--- src/rtl/instruction_decoder.sv ---
// instruction_decoder: decodes the 8-bit program-memory word into sequencer
// jump controls and datapath enables, owns the zero flag behind dont_jump,
// and latches a sticky halt on a jump-to-self.
// Optional statistics counters are built only when DECODER_STATS_EN is defined.
module instruction_decoder #(
   parameter int unsigned STAT_W = 16
) (
   input  logic              clk,
   input  logic              sync_reset_n,
   input  logic [7:0]        pm_data,
   input  logic [7:0]        pc,
   input  logic              alu_zero,
   output logic              jmp,
   output logic              jmp_nz,
   output logic [3:0]        jmp_addr,
   output logic              dont_jump,
   output logic              ld_en,
   output logic [2:0]        ld_sel,
   output logic [2:0]        src_sel,
   output logic              imm_sel,
   output logic [3:0]        imm,
   output logic              alu_en,
   output logic [2:0]        alu_func,
   output logic              halted
`ifdef DECODER_STATS_EN
   ,
   output logic [STAT_W-1:0] instr_count,
   output logic [STAT_W-1:0] jump_count
`endif
);

   localparam logic [1:0] S_RESET = 2'd0;
   localparam logic [1:0] S_RUN   = 2'd1;
   localparam logic [1:0] S_HALT  = 2'd2;

   logic [1:0] r_state;
   logic [1:0] w_state_nxt;
   logic       r_flag;

   logic w_is_load;
   logic w_is_mov;
   logic w_is_alu;
   logic w_is_jmp;
   logic w_is_jnz;
   logic w_self_jmp;

   // Opcode classification straight from the instruction word
   always_comb begin
      w_is_load  = ~pm_data[7];
      w_is_mov   = (pm_data[7:6] == 2'b10);
      w_is_alu   = (pm_data[7:5] == 3'b110) && (pm_data[1:0] == 2'b00);
      w_is_jmp   = (pm_data[7:4] == 4'hE);
      w_is_jnz   = (pm_data[7:4] == 4'hF);
      w_self_jmp = w_is_jmp && ({pm_data[3:0], 4'h0} == pc);
   end

   // State register; reset is synchronous and dominates everything
   always_ff @(posedge clk) begin
      if (!sync_reset_n) begin
         r_state <= S_RESET;
      end else begin
         r_state <= w_state_nxt;
      end
   end

   // Next state and zero-latency decode; reset low forces all enables off
   always_comb begin
      w_state_nxt = r_state;
      ld_en       = 1'b0;
      alu_en      = 1'b0;
      jmp         = 1'b0;
      jmp_nz      = 1'b0;
      ld_sel      = pm_data[7] ? pm_data[5:3] : pm_data[6:4];
      src_sel     = pm_data[2:0];
      imm_sel     = ~pm_data[7];
      imm         = pm_data[3:0];
      alu_func    = pm_data[4:2];
      jmp_addr    = pm_data[3:0];
      case (r_state)
         S_RESET, S_RUN: begin
            ld_en  = w_is_load | w_is_mov;
            alu_en = w_is_alu;
            jmp    = w_is_jmp;
            jmp_nz = w_is_jnz;
            if (r_state == S_RESET) begin
               w_state_nxt = S_RUN;
            end else if (w_self_jmp) begin
               w_state_nxt = S_HALT;
            end
         end
         S_HALT: begin
            // Keep redirecting the sequencer onto the current page
            jmp      = 1'b1;
            jmp_addr = pc[7:4];
         end
         default: begin
            w_state_nxt = S_RESET;
         end
      endcase
      if (!sync_reset_n) begin
         w_state_nxt = S_RESET;
         ld_en       = 1'b0;
         alu_en      = 1'b0;
         jmp         = 1'b0;
         jmp_nz      = 1'b0;
      end
   end

   // Zero flag: captures the ALU result, frozen in halt since alu_en is 0
   always_ff @(posedge clk) begin
      if (!sync_reset_n) begin
         r_flag <= 1'b1;
      end else if (alu_en) begin
         r_flag <= alu_zero;
      end
   end

   assign dont_jump = r_flag;
   assign halted    = (r_state == S_HALT);

`ifdef DECODER_STATS_EN
   logic [STAT_W-1:0] r_instr_count;
   logic [STAT_W-1:0] r_jump_count;
   logic              w_taken;

   assign w_taken = jmp | (jmp_nz & ~r_flag);

   // Saturating instruction and taken-jump counters, active only in RUN
   always_ff @(posedge clk) begin
      if (!sync_reset_n) begin
         r_instr_count <= '0;
         r_jump_count  <= '0;
      end else if (r_state == S_RUN) begin
         if (r_instr_count != {STAT_W{1'b1}}) begin
            r_instr_count <= r_instr_count + STAT_W'(1);
         end
         if (w_taken && (r_jump_count != {STAT_W{1'b1}})) begin
            r_jump_count <= r_jump_count + STAT_W'(1);
         end
      end
   end

   assign instr_count = r_instr_count;
   assign jump_count  = r_jump_count;
`else
   // STAT_W only sizes the optional counters
   if (STAT_W == 0) begin : g_no_stat_w
   end
`endif

endmodule

--- config.mk ---
export PLATFORM = sky130hd
export DESIGN_NAME = instruction_decoder
export DESIGN_NICKNAME = d
export VERILOG_FILES = /design/src/rtl/instruction_decoder.sv
export SDC_FILE = /design/constraint.sdc
export NUM_CORES = 1
export LEC_CHECK = 0
export ABC_CLOCK_PERIOD_IN_PS = 2930
export CORE_AREA = 2 2 39 41
export DETAILED_ROUTE_END_ITERATION = 12
export DIE_AREA = 0 0 41 43
export DONT_BUFFER_PORTS = 1
export HOLD_SLACK_MARGIN = 0.15
export PLACE_DENSITY_LB_ADDON = 0.2
export SETUP_SLACK_MARGIN = 0.05
export SYNTH_ARGS = -nofsm -noshare
export SYNTH_HDL_FRONTEND = slang
export SYNTH_SLANG_ARGS = --single-unit
--- constraint.sdc ---
create_clock -name clk -period 2.93 [get_ports clk]
set_input_delay 0.586 -clock clk [delete_from_list [all_inputs] [get_ports clk]]
set_output_delay 0.586 -clock clk [all_outputs]
set_load 0.005 [all_outputs]
==> metrics.csv, run 1 <==
metric,value,unit
synth-simple-area-share,0.237,
tns,0,ns
min_to,dont_jump,
synth-compound-area-share,0.109,
yosysUniqueCellTypes,23,
diodes,0,
ys_seq_area_frac,0.146,
dr.pass1.iters,2,
end_kind,primary output,
final_core_util,0.268,
synthAdderAreaFrac,0,
num_rows,14,
track_usage,0.0912,
drive_gt1_frac,0.136,
rr_worst_depth,3,
r2r_end,r_state[1],
initial_core_util,0.297,
numCtsBuffers,3,
max_slew.worst_pin.slew,0.613,ns
drv_cap,0,
ant_nets,0,
drc_errors,0,
place_congestion,0.695,
post_drt_wl_per_cell,13.6,um
clock_path_buffers,2,
grt_max_degree,10,
pin_count,43,
hold_depth,1,
p_leak,0.125,nW
rsz0062_at_grt,false,
syn_area_per_cell,7.92,sq um
ys_warn_count,0,
finalMaxSlewViolations,0,
ir_drop,0.168,mV
port_buffers,0,
cts.sinks,3,
core_area,0.00138,sq mm
grt_pass1_wl,1090,um
first_global_vias,274,
hpwlAfterDp,656,um
syn-num-nets,71,
antenna_found_initial,0,
regToRegSetupSlack,1.70,ns
hp-start,sync_reset_n,
setup_violations,0,
clkTransAtPathRegs,0.04,ns
synth-seq-cells,3,
rr_startpoint,r_state[1],
num-fill-cells,151,
drtIter0Drc,4,
synthCells,52,
clk_latency,0.23,ns
syn-cell-area,412,sq um
finalClockSkew,0.00224,ns
vias,317,
finalCritPeriodShare,0.744,
post_cts_buffers,0,
arrival,1.59,ns
cts_root_buf,clkbuf_4,
area_delta_synth_final,-10.0,%
crit_fanout,7,
worstSetupPathType,reg -> out,
wl,815,um
powerDensity,365,mW/mm^2
synth_top_family_by_area,simple AND/OR/NAND/NOR gates,
hold_viol,0,
synthMuxAreaShare,0.191,
required,2.34,ns
layout_min_cycle_time,2.18,ns
viasPerCell,5.28,
fp.dieArea,0.00176,sq mm
cts_tree,done,
final_nets,64,
cts_max_level,1,
synth_xor_area_frac,0.0851,
worstSetupStartpointType,flop,
postCtsHoldBufs,0,
die_h,43,um
min_path_type,in -> reg,
fmax,0.459,GHz
maxSlewHeadroom,0.591,
die_w,41,um
cts_resized,0,
grt-ovfl-total,0,
status,"complete, no violations",
==> placed cells by master, fill, tap and decap left out <==
cell / count
o311ai_1: 1
inv_1: 2
mux2_2: 3
nor4_1: 1
nand4b_1: 1
nand3_1: 1
or3_1: 1
mux2_1: 4
dfxtp_1: 3
nor3b_1: 1
or2_0: 1
o21a_1: 1
nand2b_1: 1
nand4_1: 2
nand2_1: 4
nor2b_1: 2
o31ai_1: 2
nor2_1: 3
clkbuf_4: 3
o31a_1: 1
clkbuf_1: 1
a21oi_1: 1
xnor2_1: 4
==> flip-flops by register name, indices dropped and copies added (netlist names) <==
register / cells
dont_jump: 1
r_state: 2
==> metrics by stage <==
step / area, sq um / instances / setup WS [ns] / power, mW / hold WS (ns)
6_report: 370 / 60 / 0.751 / 0.135 / 0.442
5_1_grt: 370 / 60 / 0.596 / 0.145 / 0.446
4_1_cts: 370 / 60 / 0.690 / 0.139 / 0.438
3_5_place_dp: 344 / 56 / 0.951 / 0.0649 / 0.517
3_3_place_gp: 344 / 56 / 0.929 / 0.0649 / 0.526
2_1_floorplan: 412 / 52 / 1.05 / 0.0759 / 0.482
==> metal layers <==
metal | vias up | part of all wire | global-route usage
met5 | - | 0 | 0
met4 | 0 | 0 | 0.0400
met3 | 0 | 0.12 | 0.0524
met2 | 20 | 0.49 | 0.134
met1 | 142 | 0.39 | 0.102
li1 | 155 | - | -
==> worst max-delay path, cell delays in order (launching register included) <==
cell and delay, ns:
dfxtp_1 0.41, nor2b_1 0.55, mux2_1 0.40
==> report_power, final <==
part           leakage, nW  internal [mW]  switching (mW)
sequential          0.0246         0.0422        0.000594
combinational       0.0852         0.0126         0.00860
clock               0.0150         0.0510          0.0203
total                0.125          0.106          0.0295
==> worst max path at each step <==
| stage | startpoint | to | slack [ns] | cells past startpoint |
|---|---|---|---|---|
| after detailed placement | r_state[1] | jmp_addr[0] | 0.95 | 2 |
| after floorplan | pm_data[5] | alu_en | 1.05 | 3 |
| final | r_state[1] | jmp_addr[0] | 0.75 | 2 |
| after global routing | r_state[1] | jmp_addr[0] | 0.60 | 2 |
| after global placement | r_state[1] | jmp_addr[0] | 0.93 | 2 |
| after CTS | r_state[1] | jmp_addr[0] | 0.69 | 2 |
==> cell families after synthesis <==
kind of cell | Yosys count
flops | 3
mux | 7
buf+inv | 14
simple gates | 18
xor+xnor | 4
compound gates | 6
==> cell usage after synthesis (all sizes together) <==
master / n / area share
xnor2: 4 / 0.085
a21oi: 1 / 0.012
o21a: 1 / 0.018
nor2: 3 / 0.027
nor2b: 2 / 0.030
o31ai: 2 / 0.036
nand3: 1 / 0.012
inv: 2 / 0.018
nor3b: 1 / 0.018
nor4: 1 / 0.015
o31a: 1 / 0.021
nand2: 4 / 0.036
or3: 1 / 0.015
buf: 12 / 0.21
or2: 1 / 0.015
o311ai: 1 / 0.021
nand4: 2 / 0.030
mux2: 7 / 0.19
dfxtp: 3 / 0.15
nand4b: 1 / 0.021
nand2b: 1 / 0.015
==> final cells by class <==
class                           count  area [sq um]  share of cell area
Tap cell                           16          20.0              0.0541
Sequential cell                     3          60.1               0.162
Multi-Input combinational cell     35           256               0.693
Clock buffer                        4          26.3              0.0709
Inverter                            2          7.51              0.0203
No activity file was read; power rests on OpenSTA's default activity.
==> run 2: changes to the inputs <==
ABC_CLOCK_PERIOD_IN_PS = 2000   (was 2930)
clock period = 2 ns   (was 2.93 ns; I/O delays follow)
==> metrics.csv, run 2 (synthesis results as in run 1) <==
metric,value,unit
cts_resized,0,
dr_wl_met3,89,um
status,"complete, no violations",
crit_buf_inv,1,
p_leak,0.130,nW
switchingPower,42.7,uW
wl_met1,341,um
p_clk_frac,0.525,
vias,329,
end_kind,primary output,
die_h,43,um
fin_cells,61,
layout_min_cycle_time,1.73,ns
diodes,0,
ir_drop,0.189,mV
power.total,198,uW
num_rows,14,
tns,0,ns
postCtsHoldBufs,0,
place_congestion,0.607,
post_drt_wl_per_cell,14.0,um
port_buffers,0,
max_slew.worst_pin.slew,0.242,ns
drc_errors,0,
initial_core_util,0.297,
post_cts_buffers,0,
num-fill-cells,164,
pin_count,43,
first_global_vias,297,
slowest_delay,0.43,ns
cts_tree,done,
power.sequential.fraction,0.317,
clkTransAtPathRegs,0.04,ns
finalHoldWorstSlack,0.264,ns
viasPerCell,5.39,
layout.cells.most_common_list,"nand2_1 (4), mux2_1 (4), xnor2_1 (4)",
cts_root_buf,clkbuf_4,
cts_max_level,1,
wl,852,um
dr.max_layer_used,met3,
arrival,1.33,ns
crit_family,flip-flops,
final_core_util,0.273,
maxSlewHeadroom,0.836,
fmax,0.579,GHz
ant_nets,0,
powerDensity,523,mW/mm^2
drive_gt1_frac,0.156,
hold_viol,0,
dr.pass1.iters,4,
required,1.60,ns
switching_share,0.216,
numCtsBuffers,3,
slowest_stage,dfxtp_1,
place_inst,57,
antenna_found_initial,0,
pre_cts_ws,0.445,ns
drv_cap,0,
p_comb_frac,0.158,
core_area,0.00138,sq mm
worstPathCellList,nor2b_1 > buf_4 > mux2_1,
grt_pass1_wl,1280,um
largest-register,r_state,
design_area,378,sq um
crit_fanout,7,
worstSetupStartpointType,flop,
cts.sinks,3,
clock_path_buffers,2,
track_usage,0.110,
largest_reg_flops,2,
dpl-instance-area,352,sq um
finalWorstSetupSlack,0.273,ns
grt_max_degree,10,
grt-ovfl-total,0,
dr_wl_met2,421,um
internal_power,155,uW
finalClockSkew,0.000795,ns
finalCritPeriodShare,0.864,
rsz0062_at_grt,false,
clk_latency,0.23,ns
hpwlAfterDp,677,um
worstSetupPathType,reg -> out,
die_w,41,um
final_nets,65,
drtIter0Drc,4,
area_delta_synth_final,-8.21,%
setup_violations,0,
min_path_type,in -> reg,
fp.dieArea,0.00176,sq mm
finalMaxSlewViolations,0,
## run 2: worst register-to-register path, delay by kind of cell, from the launching register on
kind / cells / cell delay, ns
compound gates: 1 / 0.20
flops: 1 / 0.36
simple gates: 2 / 0.34
## run 2: area by class of cell
class	count	area [sq um]	share of cell area
Inverter	2	7.51	0.0199
Multi-Input combinational cell	35	256	0.679
Clock buffer	4	26.3	0.0695
Timing Repair Buffer	1	7.51	0.0199
Tap cell	16	20.0	0.0530
Sequential cell	3	60.1	0.159
## run 2: power groups by stage
stage | Combinational, mW | Sequential, mW | Clock, mW
after detailed placement | 0.0316 | 0.0635 | 0
after global routing | 0.0349 | 0.0627 | 0.117
after global placement | 0.0319 | 0.0635 | 0
after CTS | 0.0318 | 0.0626 | 0.108
final | 0.0312 | 0.0626 | 0.104
after floorplan | 0.0480 | 0.0633 | 0
## run 2: worst paths after layout
| check | startpoint | end | slack, ns | cells after the start |
|---|---|---|---|---|
| worst max-delay path | r_state[1] | jmp_addr[0] | 0.27 | 3 |
| worst min-delay path | sync_reset_n | dont_jump | 0.26 | 1 |
| worst max register to register | r_state[1] | r_state[1] | 1.02 | 3 |
| worst min register to register | r_state[0] | r_state[1] | 0.52 | 2 |
## run 2: routing by layer
layer | vias to the layer above | global-route usage
met1 | 148 | 0.127
li1 | 160 | -
met3 | 0 | 0.0576
met5 | - | 0
met2 | 21 | 0.156
met4 | 0 | 0.0600
==> run 3: changes to the inputs <==
ABC_CLOCK_PERIOD_IN_PS = 1500   (was 2000)
clock period = 1.5 ns   (was 2 ns; I/O delays follow)
==> metrics.csv, run 3 (synthesis results as in run 1) <==
metric,value,unit
status,"complete, no violations",
arrival,1.13,ns
drtIter0Drc,4,
powerDensity,644,mW/mm^2
numCtsBuffers,3,
num_rows,14,
hold_viol,0,
maxSlewHeadroom,0.848,
drive_gt1_frac,0.319,
min_path_type,in -> reg,
cts.sinks,3,
rr_worst_depth,4,
max_slew.worst_pin.slew,0.224,ns
p_leak,0.154,nW
clock_path_buffers,2,
fmax,0.699,GHz
hpwlAfterDp,701,um
place_congestion,0.611,
wl,861,um
postCtsHoldBufs,0,
viasPerCell,5.44,
layout_min_cycle_time,1.43,ns
core_area,0.00138,sq mm
worstSetupPathType,reg -> out,
crit_fanout,5,
track_usage,0.103,
tns,0,ns
grt_max_degree,10,
end_kind,primary output,
final_nets,67,
ir_drop,0.385,mV
port_buffers,0,
drc_errors,0,
regToRegSetupSlack,0.46,ns
finalCritPeriodShare,0.954,
vias,343,
cts_root_buf,clkbuf_4,
pin_count,43,
grt_pass1_wl,1210,um
fp.dieArea,0.00176,sq mm
startpoint,r_state[1],
area_delta_synth_final,2.13,%
worstSetupStartpointType,flop,
num-fill-cells,163,
die_h,43,um
largest_reg_flops,2,
power.total,271,uW
clk_latency,0.23,ns
rsz0062_at_grt,true,
initial_core_util,0.297,
finalClockSkew,0.000433,ns
cts_max_level,1,
clkTransAtPathRegs,0.03,ns
r2r_end,r_state[1],
dr.pass1.iters,4,
drv_cap,0,
post_drt_wl_per_cell,13.7,um
antenna_found_initial,0,
diodes,0,
grt-ovfl-total,0,
rr_startpoint,r_state[1],
layout.cells.most_common_list,"nand2_1 (4), mux2_4 (4), xnor2_1 (4)",
setup_violations,0,
ant_nets,0,
first_global_vias,293,
crit_end,jmp_addr[0],
finalMaxSlewViolations,0,
required,1.20,ns
largest-register,r_state,
finalHoldWorstSlack,0.154,ns
die_w,41,um
cts_tree,done,
==> run 3: layout make-up <==
cell class | instances | area (sq um) | share of cell area
Clock buffer | 4 | 26.3 | 0.0625
Inverter | 2 | 7.51 | 0.0179
Multi-Input combinational cell | 35 | 279 | 0.664
Sequential cell | 3 | 61.3 | 0.146
Tap cell | 16 | 20.0 | 0.0476
Timing Repair Buffer | 3 | 26.3 | 0.0625
==> run 3: where the power goes <==
group          switching [mW]  internal [mW]  total [mW]
logic                  0.0176         0.0290      0.0466
registers             0.00184         0.0823      0.0842
clock network          0.0403         0.0996       0.140
total                  0.0597          0.211       0.271
==> run 3: worst min path at each step <==
stage          cells past startpoint  slack [ns]   endpoint         start
2_1_floorplan                      1        0.38  dont_jump  sync_reset_n
3_3_place_gp                       1        0.39  dont_jump  sync_reset_n
3_5_place_dp                       1        0.38  dont_jump  sync_reset_n
4_1_cts                            1        0.15  dont_jump  sync_reset_n
5_1_grt                            1        0.15  dont_jump  sync_reset_n
6_report                           1        0.15  dont_jump  sync_reset_n
==> run 3: critical path, stage by stage (launching register included) <==
cell,delay (ns)
dfxtp_2,0.31
nor2b_4,0.14
buf_6,0.14
mux2_4,0.31
==> run 3: through the flow <==
stage	utilization	setup slack, ns	cells	area, sq um
floorplan	-	0.181	52	412
global placement	0.259	0.127	58	359
detailed placement	0.259	0.129	58	359
CTS	0.292	0.0200	63	404
global route	0.304	0.0273	63	420
finish	0.304	0.0692	63	420
==> run 3: per-layer routing <==
layer,global-route usage,part of all wire
met1,0.131,0.41
met2,0.147,0.51
met3,0.0628,0.075
met4,0.0200,0
met5,0,0
==> run 3: what timing repair did <==
item                                    CTS  global route
gates cloned                              0             0
setup buffers                             1             0
gates resized for setup                   3             6
endpoints found under the setup margin    4             4
